--- src/rtl/proc_sequencer.sv ---
// -----------------------------------------------------------------------------
// proc_sequencer
//
// Walks an instruction ROM from address 0 and hands each word to a processor,
// one instruction at a time. Every instruction goes through three phases:
//   FETCH - rom_addr holds the instruction address while the ROM reads it
//   LOAD  - the ROM word is registered onto proc_din and proc_run is raised
//   WAIT  - proc_din is held until the processor answers with proc_done
// If the processor does not answer within TIMEOUT WAIT cycles, the block
// parks in ERROR until abort or reset. A zero-length program completes at
// once: finished pulses and neither the ROM nor the processor is touched.
//
// Ports
//   clk_50MHz  in   1   system clock, all state changes on its rising edge
//   reset_n    in   1   asynchronous active-low reset
//   start      in   1   begin a program at address 0 (looked at in IDLE only)
//   abort      in   1   synchronous cancel, wins over everything but reset
//   prog_len   in   9   instruction count 0..256, captured on accepted start
//   rom_addr   out  8   registered instruction ROM address
//   rom_data   in   16  ROM read data, valid one cycle after rom_addr changes
//   proc_din   out  16  registered instruction word for the processor
//   proc_run   out  1   one-cycle pulse, proc_din valid in that cycle
//   proc_done  in   1   processor completion pulse, heeded in WAIT only
//   busy       out  1   high in FETCH, LOAD and WAIT
//   finished   out  1   one-cycle pulse after the last instruction completes
//   error      out  1   high while parked in ERROR
// -----------------------------------------------------------------------------
module proc_sequencer #(
    parameter int unsigned TIMEOUT = 16
) (
    input  logic        clk_50MHz,
    input  logic        reset_n,
    input  logic        start,
    input  logic        abort,
    input  logic [8:0]  prog_len,
    output logic [7:0]  rom_addr,
    input  logic [15:0] rom_data,
    output logic [15:0] proc_din,
    output logic        proc_run,
    input  logic        proc_done,
    output logic        busy,
    output logic        finished,
    output logic        error
);

    // The watchdog counts 0..TIMEOUT-1; the WAIT cycle in which it holds
    // TIMEOUT-1 is the last one allowed.
    localparam int WD_W = (TIMEOUT > 1) ? $clog2(TIMEOUT) : 1;
    localparam logic [WD_W-1:0] WD_LAST = WD_W'(TIMEOUT - 1);

    typedef enum logic [2:0] {
        S_IDLE,
        S_FETCH,
        S_LOAD,
        S_WAIT,
        S_ERROR
    } state_t;

    state_t          state;
    state_t          state_nxt;
    logic [7:0]      pc;
    logic [7:0]      pc_nxt;
    logic [8:0]      len_reg;
    logic [8:0]      len_nxt;
    logic [WD_W-1:0] watchdog;
    logic [WD_W-1:0] watchdog_nxt;
    logic [15:0]     proc_din_nxt;
    logic            proc_run_nxt;
    logic            finished_nxt;

    logic            last_instr;
    logic            wd_expired;

    // pc is 8 bits and len_reg 9 bits: with len_reg=256 the last address is
    // 255, so pc reaches the final instruction without ever wrapping.
    assign last_instr = ({1'b0, pc} == (len_reg - 9'd1));
    assign wd_expired = (watchdog == WD_LAST);

    // The ROM address register is the program counter itself: it only moves
    // on an accepted start (to 0) or on a completed non-final instruction.
    assign rom_addr = pc;

    // -------------------------------------------------------------------------
    // State register and registered outputs
    // -------------------------------------------------------------------------
    // NOTE: sequential state uses non-blocking assignments so every register
    // samples the pre-edge values, independent of statement order.
    always_ff @(posedge clk_50MHz or negedge reset_n) begin
        if (!reset_n) begin
            state    <= S_IDLE;
            pc       <= '0;
            len_reg  <= '0;
            watchdog <= '0;
            proc_din <= '0;
            proc_run <= 1'b0;
            finished <= 1'b0;
        end else begin
            state    <= state_nxt;
            pc       <= pc_nxt;
            len_reg  <= len_nxt;
            watchdog <= watchdog_nxt;
            proc_din <= proc_din_nxt;
            proc_run <= proc_run_nxt;
            finished <= finished_nxt;
        end
    end

    // -------------------------------------------------------------------------
    // Next-state logic
    // -------------------------------------------------------------------------
    // NOTE: every combinational output gets a default first, so no path
    // through the case leaves it unassigned and no latch is inferred.
    always_comb begin
        state_nxt = state;
        if (abort) begin
            state_nxt = S_IDLE;
        end else begin
            case (state)
                S_IDLE: begin
                    if (start && (prog_len != 9'd0)) begin
                        state_nxt = S_FETCH;
                    end
                end
                S_FETCH: state_nxt = S_LOAD;
                S_LOAD:  state_nxt = S_WAIT;
                S_WAIT: begin
                    // A completion in the same cycle as the last permitted
                    // WAIT cycle still counts as a completion.
                    if (proc_done) begin
                        state_nxt = last_instr ? S_IDLE : S_FETCH;
                    end else if (wd_expired) begin
                        state_nxt = S_ERROR;
                    end
                end
                S_ERROR: state_nxt = S_ERROR;
                default: state_nxt = S_IDLE;
            endcase
        end
    end

    // -------------------------------------------------------------------------
    // Output logic: status flags and next values of the registered outputs
    // -------------------------------------------------------------------------
    always_comb begin
        busy         = (state == S_FETCH) || (state == S_LOAD) || (state == S_WAIT);
        error        = (state == S_ERROR);
        pc_nxt       = pc;
        len_nxt      = len_reg;
        watchdog_nxt = watchdog;
        proc_din_nxt = proc_din;
        proc_run_nxt = 1'b0;
        finished_nxt = 1'b0;

        // abort leaves every datapath register where it is (proc_din in
        // particular) and suppresses both pulses.
        if (!abort) begin
            case (state)
                S_IDLE: begin
                    if (start) begin
                        if (prog_len != 9'd0) begin
                            len_nxt = prog_len;
                            pc_nxt  = 8'd0;
                        end else begin
                            finished_nxt = 1'b1;
                        end
                    end
                end
                S_LOAD: begin
                    proc_din_nxt = rom_data;
                    proc_run_nxt = 1'b1;
                    watchdog_nxt = '0;
                end
                S_WAIT: begin
                    if (proc_done) begin
                        if (last_instr) begin
                            finished_nxt = 1'b1;
                        end else begin
                            pc_nxt = pc + 8'd1;
                        end
                    end else if (!wd_expired) begin
                        watchdog_nxt = watchdog + 1'b1;
                    end
                end
                default: begin
                end
            endcase
        end
    end

    // -------------------------------------------------------------------------
    // Design invariants
    // -------------------------------------------------------------------------
    // proc_run is only ever visible in the first WAIT cycle of an instruction,
    // so a new run can never overlap an outstanding one.
    a_run_in_wait : assert property (
        @(posedge clk_50MHz) disable iff (!reset_n)
        proc_run |-> (state == S_WAIT)
    );

    a_run_single : assert property (
        @(posedge clk_50MHz) disable iff (!reset_n)
        proc_run |=> !proc_run
    );

endmodule

--- config.mk ---
export PLATFORM = sky130hd
export DESIGN_NAME = proc_sequencer
export DESIGN_NICKNAME = d
export VERILOG_FILES = /design/src/rtl/proc_sequencer.sv
export SDC_FILE = /design/constraint.sdc
export NUM_CORES = 1
export LEC_CHECK = 0
export CORE_MARGIN = 1
export CORE_UTILIZATION = 52
export DETAILED_ROUTE_END_ITERATION = 10
export PLACE_DENSITY = 0.95
export SKIP_LAST_GASP = 1
export SLEW_MARGIN = 20
export SYNTH_ARGS = -nofsm -noshare
export SYNTH_HDL_FRONTEND = slang
export SYNTH_SLANG_ARGS = --single-unit
--- constraint.sdc ---
create_clock -name clk_50MHz -period 3.5 [get_ports clk_50MHz]
set_input_delay 0.525 -clock clk_50MHz [delete_from_list [all_inputs] [get_ports clk_50MHz]]
set_output_delay 0.525 -clock clk_50MHz [all_outputs]
set_load 0.01 [all_outputs]
==> results.toml, run 1 <==
[synth]
synth_edf_count = 0
ys_ff_latch = 42
synthArstFlopShare_pct = 100
yosysWarnings = 0
ys_types = 48
syn_nets = 256
mappedNetlistArea_um2 = 2230
syn_area_per_cell_um2 = 10.0
synthAdderAreaFrac_pct = 1.68
synth_xor_area_share_pct = 2.74
synth_top_family_by_area = "simple AND/OR/NAND/NOR gates"
synth-seq-area-share_pct = 47.0
synth_compound_area_share_pct = 11.6
synth.mux.area_fraction_pct = 9.85
synthFlopType = "dfrtp_1"
yosys.area.top_type = "dfrtp_1"
synth_top_area_share_pct = 47.0
synth_area_leaders = "dfrtp_1, mux2_2, nand2_1"
synth_cells = 223
synthSimpleGateAreaFrac_pct = 24.4

[placed_design]
gp_congestion = 0.875
portBuffers = 57
hpwl_um = 3980
pre_cts_slack_ns = 0.672
dpl_cell_area_um2 = 2850

[drt]
drtIter0Drc = 143
drt-pass1-iter-count = 4
avgViaCountPerCell = 5.85
wl_per_cell_um = 16.2
drcViolationCount = 0
ant_nets = 0
vias = 1943
finalWirelength_um = 5380

[global_route]
grt_max_degree = 43
gr-usage-met3_pct = 10.5
antenna_found_initial = 0
grt-busiest-layer = "met2"
grt_overflow = 0
grt_pass1_vias = 1914
grtUsageMet1_pct = 32.0
track_usage_pct = 27.5
grt_pass1_wl_um = 9090
grt_use_met2_pct = 44.9

[critical_path]
r2r_cells = 9
worstSetupPathType = "reg -> reg"
reg2reg_from = "len_reg[0]$_DFFE_PN0P_"
r2r_end = "rom_addr[5]$_DFFE_PN0P_"
endpoint_kind = "flip-flop"
cpMaxStageDelayCell = "or4_4"
required_ns = 3.68
critPathMaxStageDelay_ns = 0.49
worstPathMaxFanout = 7
critPathLaunchType = "flip-flop"
cp.arrival_ns = 2.89
r2r_slack_ns = 0.79
path_cells = "inv_1 > ha_1 > or3b_4 > o21a_1 > or4_4 > a31oi_2 > and2_1 > nor4_2 > mux2i_1"

[floorplan]
core_area_um2 = 4060
rows = 23
die_y_um = 67.6
ios = 58
start_util_pct = 55.1
die_x_um = 67.6
dieArea_um2 = 4560

[timing]
finalHoldViolations = 0
rsz0062_at_grt = "false"
clock_skew_ns = 0.00664
fin_crit_sh_pct = 77.4
period_needed_ns = 2.71
final.setup.tns_ns = 0
slew_violations = 0
setup_viol = 0
max_freq_ghz = 0.369
tightest_slew_ns = 0.913
postLayoutSetupSlackWorst_ns = 0.790
max-slew-margin-rel_pct = 39.1

[clock_tree]
clockRootBuffer = "clkbuf_8"
cts.clk_slew.worst_paths_ns = 0.08
cts-hold-fix-buffers = 0
cts_sinks = 42
cts_buffers = 5
clk_latency_ns = 0.30
htreeDepth = 2
cts_max_path_buffers = 2
postCtsSetupRepairBufs = 0
cts_resized = 0
cts_tree = "done"

[finish]
stdcell_area_um2 = 2930
drive_above_1_share_pct = 13.5
areaGrowthSynthToFinish_pct = 31.2
diodes = 0
final_cell_mix = "clkdlybuf4s50_1, dfrtp_1, nand2_1"
regArea_um2 = 1050
fillers = 263
final_common_cell = "clkdlybuf4s50_1"
largest_register_ffs = 16
final_nets = 314
multi_input_area_um2 = 1130

[min_path]
hp-class = "in -> async"

[run_status]
outcome = "finished clean"

[power_and_ir_drop]
cellLeakagePower_nw = 1.21
peakVddDrop_mv = 0.512
p_per_area_nw_per_um2 = 601

[flow_run]
cap_viol_max_count = 0
cell families (layout without fill, tap and decap cells):
kind of cell,Yosys count,in the layout
AND/OR/NAND/NOR,99,99
flip-flops,42,42
AO/OA/AOI/OAI,38,38
multiplexers,20,20
buffers and inverters,14,73
XOR/XNOR,7,7
adder cells (fa/ha/maj),3,3
worst max-delay path by stage:
| stage | end | startpoint | slack, ns | cells past startpoint |
|---|---|---|---|---|
| after floorplan | rom_addr[7]$_DFFE_PN0P_ | len_reg[0]$_DFFE_PN0P_ | 1.09 | 10 |
| after CTS | rom_addr[7]$_DFFE_PN0P_ | len_reg[0]$_DFFE_PN0P_ | 0.80 | 9 |
| after global placement | rom_addr[7]$_DFFE_PN0P_ | prog_len[2] | 0.70 | 8 |
| final | rom_addr[5]$_DFFE_PN0P_ | len_reg[0]$_DFFE_PN0P_ | 0.79 | 9 |
| after detailed placement | rom_addr[5]$_DFFE_PN0P_ | prog_len[2] | 0.67 | 8 |
| after global routing | rom_addr[4]$_DFFE_PN0P_ | len_reg[0]$_DFFE_PN0P_ | 0.64 | 9 |
cell usage after synthesis, types with 4 or more instances:
cell type   n
dfrtp_1    42
mux2_2     16
mux2i_1     4
nand2_1    31
xnor2_1     6
nand4_1     4
nand3_1     7
nor3_1      8
or3_1       6
o21ai_0    14
a21oi_1     4
clkbuf_1    6
inv_1       6
nand2b_1    4
nor2_1     10
nor4_1      4
per-layer routing:
layer / wire length [um] / vias up
met5: 0 / -
met4: 157 / 0
met3: 455 / 14
met2: 2670 / 86
met1: 2100 / 928
li1: - / 915
critical path, delay by kind of cell, from the launching register on:
family	cells	cell delay [ns]
AO/OA/AOI/OAI	2	0.39
adder cells (fa/ha/maj)	1	0.21
multiplexers	1	0.13
buffers and inverters	1	0.09
flip-flops	1	0.42
AND/OR/NAND/NOR	4	1.34
area by class of cell:
type,count,area share (%)
Multi-Input combinational cell,167,38.5
Sequential cell,42,35.8
Timing Repair Buffer,59,19.8
Clock buffer,5,2.35
Tap cell,50,2.13
Inverter,6,0.768
Clock inverter,3,0.640
report_power, final:
group	leakage [nW]	internal [mW]	total, mW	switching [mW]
clock	0.0483	0.140	0.317	0.177
combinational	0.617	0.393	0.697	0.304
sequential	0.541	0.627	0.747	0.121
total	1.21	1.16	1.76	0.601
per-stage QoR:
| step | cells | utilization (%) | power [mW] | hold WS [ns] |
|---|---|---|---|---|
| 3_5_place_dp | 324 | 70.1 | 1.45 | 0.497 |
| 6_report | 332 | 72.3 | 1.76 | 0.350 |
| 3_3_place_gp | 324 | 70.1 | 1.41 | 0.488 |
| 2_1_floorplan | 223 | - | 1.11 | 0.229 |
| 5_1_grt | 332 | 72.3 | 1.86 | 0.443 |
| 4_1_cts | 332 | 72.3 | 1.77 | 0.388 |
No activity file was read; power rests on OpenSTA's default activity.
==> run 2: changes to the inputs <==
- CORE_UTILIZATION: 52 -> 44
- PLACE_DENSITY: 0.95 -> 0.87
- clock period: 3.5 -> 2.27 ns (I/O delays scaled with it)
==> run 2 against run 1 <==
Against the previous run: the flow now finishes with violations (negative setup slack); sequential cell count stayed put; via count is 8.4% higher; global-route usage is 2.4 points lower; hold slack better by 0.13 ns; first-iteration DRC count is 25% lower; sequential share of layout area is 4.2 points lower; setup slack worse by 0.93 ns; largest power group is now combinational cells.
==> results.toml, run 2 (synthesis gave the netlist of run 1 again) <==
[run_status]
outcome = "complete, but fails checks"
violations = "negative setup slack"

[drt]
vias = 2106
drtIter0Drc = 107
finalWirelength_um = 6260
wl_per_cell_um = 16.5
drcViolationCount = 0
avgViaCountPerCell = 5.54
ant_nets = 0
drt-pass1-iter-count = 4

[timing]
slew_violations = 0
period_needed_ns = 2.41
postLayoutSetupSlackWorst_ns = -0.136
clock_skew_ns = 0.00653
max-slew-margin-rel_pct = 62.4
fin_crit_sh_pct = 106
setup_viol = 8
rsz0062_at_grt = "true"
finalHoldViolations = 0
max_freq_ghz = 0.416
tightest_slew_ns = 0.559
whs_ns = 0.479
final.setup.tns_ns = -0.759

[clock_tree]
clk_latency_ns = 0.31
cts_sinks = 42
cts_buffers = 5
cts_max_path_buffers = 2
htreeDepth = 2
cts.clk_slew.worst_paths_ns = 0.09
cts_tree = "done"
clockRootBuffer = "clkbuf_8"

[floorplan]
die_y_um = 73.3
start_util_pct = 46.4
ios = 58
rows = 25
core_area_um2 = 4820
dieArea_um2 = 5370
die_x_um = 73.3

[finish]
diodes = 0
areaGrowthSynthToFinish_pct = 48.7
finalNonFillerCells = 380
drive_above_1_share_pct = 26.5
final_common_cell = "clkdlybuf4s50_1"
largest_register_ffs = 16
multi_input_area_um2 = 1240
fillers = 340
regArea_um2 = 1050
final_cell_mix = "clkdlybuf4s50_1, dfrtp_1, nand2_1, buf_4, mux2_2"
final_nets = 345

[critical_path]
worstPathMaxFanout = 7
reg2reg_from = "len_reg[1]$_DFFE_PN0P_"
critPathLaunchType = "flip-flop"
r2r_end = "rom_addr[3]$_DFFE_PN0P_"
cp.arrival_ns = 2.58
r2r_slack_ns = -0.14
required_ns = 2.45
worstSetupPathType = "reg -> reg"
r2r_cells = 10
endpoint_kind = "flip-flop"

[power_and_ir_drop]
p_per_area_nw_per_um2 = 920
cellLeakagePower_nw = 1.38
peakVddDrop_mv = 0.686

[global_route]
grt_pass1_wl_um = 10000
grt_overflow = 0
antenna_found_initial = 0
track_usage_pct = 25.1
grt_pass1_vias = 2162
grt_max_degree = 26

[placed_design]
dp.cells = 367
gp_congestion = 0.866
pre_cts_slack_ns = -0.311
portBuffers = 57
hpwl_um = 4260

[min_path]
hp-class = "in -> async"

[flow_run]
cap_viol_max_count = 0
==> run 2: cell count changes in the layout (fill, tap and decap cells not counted), sizes merged <==
cell / before / now
buf: 3 / 33
clkinv: 2 / 0
clkinvlp: 0 / 1
dlygate4sd3: 0 / 1
inv: 7 / 8
==> run 2: cell type report <==
type / instances / area share, %
Timing Repair Buffer: 90 / 25.0
Tap cell: 67 / 2.52
Inverter: 6 / 0.678
Multi-Input combinational cell: 167 / 37.2
Clock buffer: 5 / 2.07
Clock inverter: 3 / 0.829
Sequential cell: 42 / 31.6
==> run 2: repair_timing <==
action | 4_1_cts | 5_1_grt
hold buffers | 1 | 0
endpoints found under the hold margin | 17 | 0
endpoints found under the setup margin | 10 | 10
resized for setup | 14 | 11
setup buffers | 4 | 0
pin swaps | 9 | 8
==> run 2: how the worst max path moves through the flow <==
stage	from	endpoint	slack (ns)	cells past startpoint
2_1_floorplan	len_reg[0]$_DFFE_PN0P_	rom_addr[7]$_DFFE_PN0P_	-0.14	10
3_3_place_gp	prog_len[2]	rom_addr[3]$_DFFE_PN0P_	-0.28	9
3_5_place_dp	prog_len[2]	rom_addr[3]$_DFFE_PN0P_	-0.31	9
5_1_grt	len_reg[1]$_DFFE_PN0P_	rom_addr[3]$_DFFE_PN0P_	-0.22	10
6_report	len_reg[1]$_DFFE_PN0P_	rom_addr[3]$_DFFE_PN0P_	-0.14	10
4_1_cts	len_reg[1]$_DFFE_PN0P_	rom_addr[3]$_DFFE_PN0P_	-0.08	9
==> run 2: stage by stage <==
stage               power, mW  instance area, um^2  utilization [%]
finish                   3.06                 3320             69.0
global route             3.22                 3320             69.0
CTS                      3.00                 3260             67.8
detailed placement       2.36                 3070             63.8
global placement         2.30                 3070             63.8
floorplan                1.71                 2230                -
==> run 2: power by group <==
part | switching (mW) | total [mW] | internal, mW
sequential | 0.165 | 1.13 | 0.966
clock | 0.306 | 0.534 | 0.228
combinational | 0.614 | 1.39 | 0.777
==> run 2: layer usage <==
| metal | GRT usage (%) | up-vias | share of wire (%) |
|---|---|---|---|
| li1 | - | 980 | - |
| met1 | 27.9 | 1014 | 40 |
| met2 | 44.2 | 91 | 50 |
| met3 | 6.31 | 21 | 6.7 |
| met4 | 13.1 | 0 | 3.7 |
| met5 | 0 | - | 0 |
==> run 2: worst max-delay path, cell delays in order (launching register included) <==
cell and delay [ns]:
dfrtp_1 0.42, inv_2 0.10, ha_4 0.14, or3b_4 0.38
buf_4 0.17, nor4_2 0.23, nand3_1 0.17, a31oi_4 0.23
and2_4 0.26, or3_1 0.13, a21oi_1 0.06
